[src/rtl/instruction_fetch_unit.sv]
// Instruction fetch unit: owns the PC, reads instruction memory and queues
// {pc, instr} pairs for decode behind a valid/ready handshake.
module instruction_fetch_unit #(
  parameter int unsigned DEPTH     = 4,
  parameter logic [31:0] RESET_PC  = 32'h0000_0000,
  parameter logic [31:0] HALT_WORD = 32'hFFFF_FFFF
) (
  input  logic        clk,
  input  logic        rst,
  output logic [31:0] imem_addr,
  input  logic [31:0] imem_instr,
  input  logic        fetch_en,
  input  logic        redirect_valid,
  input  logic [31:0] redirect_pc,
  output logic        id_valid,
  input  logic        id_ready,
  output logic [31:0] id_instr,
  output logic [31:0] id_pc,
  output logic        halted
);

  localparam int unsigned PTR_W = $clog2(DEPTH);
  localparam int unsigned CNT_W = PTR_W + 1;

  typedef enum logic [1:0] {
    ST_WAIT,
    ST_RUN,
    ST_HALT
  } state_e;

  state_e             state_q, state_d;
  logic [31:0]        pc_q, pc_d;
  logic [PTR_W-1:0]   rd_ptr_q, rd_ptr_d;
  logic [PTR_W-1:0]   wr_ptr_q, wr_ptr_d;
  logic [CNT_W-1:0]   count_q, count_d;
  logic               halted_q, halted_d;

  logic [31:0]        fifo_pc_q    [DEPTH];
  logic [31:0]        fifo_instr_q [DEPTH];

  logic               pop_c;
  logic               push_c;
  logic               is_halt_c;

  assign pop_c     = (count_q != '0) & id_ready;
  assign push_c    = (state_q == ST_RUN) & fetch_en & ~redirect_valid &
                     ((count_q < CNT_W'(DEPTH)) | pop_c);
  assign is_halt_c = (imem_instr == HALT_WORD);

  // Next-state: redirect overrides any push/pop in the same cycle.
  always_comb begin
    state_d  = state_q;
    pc_d     = pc_q;
    rd_ptr_d = rd_ptr_q;
    wr_ptr_d = wr_ptr_q;
    count_d  = count_q;
    halted_d = halted_q;

    if (redirect_valid) begin
      state_d  = ST_RUN;
      pc_d     = redirect_pc & ~32'd3;
      rd_ptr_d = '0;
      wr_ptr_d = '0;
      count_d  = '0;
      halted_d = 1'b0;
    end else begin
      if (state_q == ST_WAIT) begin
        state_d = ST_RUN;
      end
      if (push_c) begin
        wr_ptr_d = wr_ptr_q + PTR_W'(1);
        if (is_halt_c) begin
          state_d  = ST_HALT;
          halted_d = 1'b1;
        end else begin
          pc_d = pc_q + 32'd4;
        end
      end
      if (pop_c) begin
        rd_ptr_d = rd_ptr_q + PTR_W'(1);
      end
      count_d = count_q + CNT_W'(push_c) - CNT_W'(pop_c);
    end
  end

  always_ff @(posedge clk or posedge rst) begin
    if (rst) begin
      state_q  <= ST_WAIT;
      pc_q     <= RESET_PC;
      rd_ptr_q <= '0;
      wr_ptr_q <= '0;
      count_q  <= '0;
      halted_q <= 1'b0;
    end else begin
      state_q  <= state_d;
      pc_q     <= pc_d;
      rd_ptr_q <= rd_ptr_d;
      wr_ptr_q <= wr_ptr_d;
      count_q  <= count_d;
      halted_q <= halted_d;
    end
  end

  // Queue storage needs no reset: entries are only visible while count is non-zero.
  always_ff @(posedge clk) begin
    if (push_c) begin
      fifo_pc_q[wr_ptr_q]    <= pc_q;
      fifo_instr_q[wr_ptr_q] <= imem_instr;
    end
  end

  assign imem_addr = {2'b00, pc_q[31:2]};
  assign id_valid  = (count_q != '0);
  assign id_instr  = id_valid ? fifo_instr_q[rd_ptr_q] : 32'd0;
  assign id_pc     = id_valid ? fifo_pc_q[rd_ptr_q]    : 32'd0;
  assign halted    = halted_q;

endmodule
[config.mk]
export PLATFORM = sky130hd
export DESIGN_NAME = instruction_fetch_unit
export DESIGN_NICKNAME = d
export VERILOG_FILES = /design/src/rtl/instruction_fetch_unit.sv
export SDC_FILE = /design/constraint.sdc
export NUM_CORES = 1
export LEC_CHECK = 0
export ABC_AREA = 1
export CORE_MARGIN = 5
export CORE_UTILIZATION = 55
export DETAILED_ROUTE_END_ITERATION = 10
export GPL_TIMING_DRIVEN = 0
export PLACE_DENSITY = 0.83
export SLEW_MARGIN = 20
export SYNTH_ARGS = -nofsm -noshare
export SYNTH_HDL_FRONTEND = slang
export SYNTH_SLANG_ARGS = --single-unit
[constraint.sdc]
create_clock -name clk -period 5.3 [get_ports clk]
set_input_delay 1.06 -clock clk [delete_from_list [all_inputs] [get_ports clk]]
set_output_delay 1.06 -clock clk [all_outputs]
set_load 0.03 [all_outputs]
==> results.cfg <==
[final_layout]
final_layout_size_suffix_gt1_share_pct = 8.00
antenna_cells = 0
fillCellCount = 1502
stdcell_area_um2 = 15900
nNetsFinal = 1504
syn2layout_area_growth_pct = 25.9
post-route-util_pct = 70.1

[timing]
finalHoldViolCount = 0
finClkSkew_ns = 0.0241
slew_viol_final = 0
worstMarginPinSlew_ns = 0.805
relSlewSlack_pct = 46.2
fin_ws_ns = 1.11
setup_viol = 0
max_freq_mhz = 239
min_period_over_period_pct = 79.0
finalCriticalPeriod_ns = 4.19
rsz0062_at_grt = no

[clocking]
clk_path_buf_depth = 3
clock_latency_ns = 0.55
post_cts_buffers = 0
cts_resized = 0
cts.clk_slew.worst_paths_ns = 0.06
holdBufCountCts = 0
cts-root-buf = clkbuf_16
cts_made_buffers = 28
cts_max_level = 1
cts_tree = done
clock-sinks = 288

[global_route]
overflow = 0
grt_pass1_wl_um = 52000
track_usage_pct = 25.0
grt_pass1_vias = 9788
grt_max_degree = 33
antenna_found_initial = 0

[critical_path]
arrival_ns = 3.13
path_max_fanout = 10
cp-end-kind = output pin
crit_required_ns = 4.24
worstSetupPathType = reg -> out
crit_path_start_kind = register

[yosys]
synth_top_cell_area_share_pct = 59.1
synth.area.top_cells = edfxtp_1 59%, nor2_1 9.6%, dfrtp_1 7.9%
synth.largest_area_cell = edfxtp_1
synth_common_cells = 324 x nor2_1, 248 x edfxtp_1, 207 x nand2_1
syn_area_per_cell_um2 = 10.3
synth_seq_cells = 288
synth_edf_count = 248
synthArstFlopShare_pct = 13.9
ys_types = 33
synth_ff_type = edfxtp_1
synth-warning-count = 0
ys_seq_area_share_pct = 67.0
synth_most_common_cell = nor2_1
netlist_area_um2 = 12600
synthCells = 1225

[floorplan]
die_area_um2 = 26100
start_util_pct = 55.7
rows = 55
die-width_um = 161
ios = 167
coreArea_um2 = 22600
die_h_um = 161

[power_and_ir_drop]
sw_frac_of_total_pct = 36.1
power_frac_clock_pct = 28.0
powerDensity_nw_per_um2 = 487
p_seq_share_pct = 36.6
p_leak_nw = 5.86
intPower_w = 0.00494
ir_worst_vdd_mv = 0.281
p_sw_w = 0.00279
power_w = 0.00773
power.combinational.fraction_pct = 35.5

[drt]
drt-initial-drc-count = 945
routed_wl_um = 33200
first_pass_iters = 5
route.detailed.wl_per_inst_um = 19.1
drc = 0
viasPerCell = 5.69
ant_nets = 0
vias = 9880

[placement]
pre_cts_slack_ns = 1.75
hpwlAfterDp_um = 22100
place_area_um2 = 14900
portBuffers = 160
gp_congestion = 0.861

[run_status]
status = completed

[hold_path]
hold_class = reg -> reg

[run]
maxCapViolCount = 0
-- flip-flops by register name, summed over array words and instances, names as in the netlist --
register      count
count_q           3
fifo_instr_q    128
fifo_pc_q       120
halted            1
pc_q             30
rd_ptr_q          2
state_q           2
wr_ptr_q          2
-- kinds of logic after synthesis --
kind of cell,synth area share (%)
compound gates,8.88
xor+xnor,0.208
fa+ha+maj,0.754
buf+inv,3.75
flops,67.0
other cells,0.0297
simple gates,19.4
-- worst paths after layout --
check,depth (start not counted),slack [ns],end,start
worst min-delay path,2,0.49,state_q[0],state_q[0]
worst max-delay path,7,1.11,id_pc[9],rd_ptr_q[0]
worst max register to register,10,2.70,count_q[2],count_q[1]
worst min register to register,2,0.49,state_q[0],state_q[0]
min in group asynchronous,2,0.75,count_q[2],rst
max in group asynchronous,3,4.09,pc_q[19],rst
-- cells in the final DEF, fill, tap and decap left out, drive strengths merged, types with 11 or more instances in the layout --
master / instances
a21oi: 71
buf: 40
clkbuf: 73
clkdlybuf4s50: 160
dfrtp: 40
edfxtp: 248
inv: 44
nand2: 216
nand3: 30
nand3b: 11
nor2: 334
o21ai: 144
-- worst max-delay path, stage by stage (launching register included) --
cell and delay, ns:
dfrtp_1 0.35, buf_2 0.18, inv_2 0.17, buf_4 0.22
clkbuf_1 0.39, o21ai_0 0.23, a21oi_1 0.30, clkdlybuf4s50_1 0.73
-- through the flow --
| stage | hold WS, ns | TNS, ns | cells |
|---|---|---|---|
| global route | 0.511 | 0 | 1735 |
| floorplan | 0.449 | 0 | 1228 |
| finish | 0.488 | 0 | 1735 |
| detailed placement | 0.476 | 0 | 1683 |
| CTS | 0.490 | 0 | 1735 |
| global placement | 0.463 | -331.15 | 1673 |
-- per-layer routing --
metal  track usage, %  vias up  share of wire, %
met5                0        -                 0
met4             7.99        0               2.9
met3             4.08       78               9.6
met2             43.0      589                50
met1             32.9     4655                38
li1                 -     4558                 -
-- power by group through the flow --
stage / Combinational [W] / Sequential, W / Clock (W)
after global routing: 0.00293 / 0.00284 / 0.00227
final: 0.00274 / 0.00283 / 0.00216
after floorplan: 0.00150 / 0.00290 / 0
after CTS: 0.00275 / 0.00282 / 0.00218
after global placement: 0.00264 / 0.00287 / 0
after detailed placement: 0.00272 / 0.00286 / 0
-- area by class of cell --
cell class | count | area (µm²) | area share (%)
Buffer | 62 | 312 | 1.96
Clock buffer | 41 | 820 | 5.16
Clock inverter | 11 | 203 | 1.28
Inverter | 43 | 161 | 1.02
Multi-Input combinational cell | 835 | 3730 | 23.5
Sequential cell | 288 | 8450 | 53.2
Tap cell | 285 | 357 | 2.25
Timing Repair Buffer | 170 | 1850 | 11.6
(Power assumes the default switching activity.)
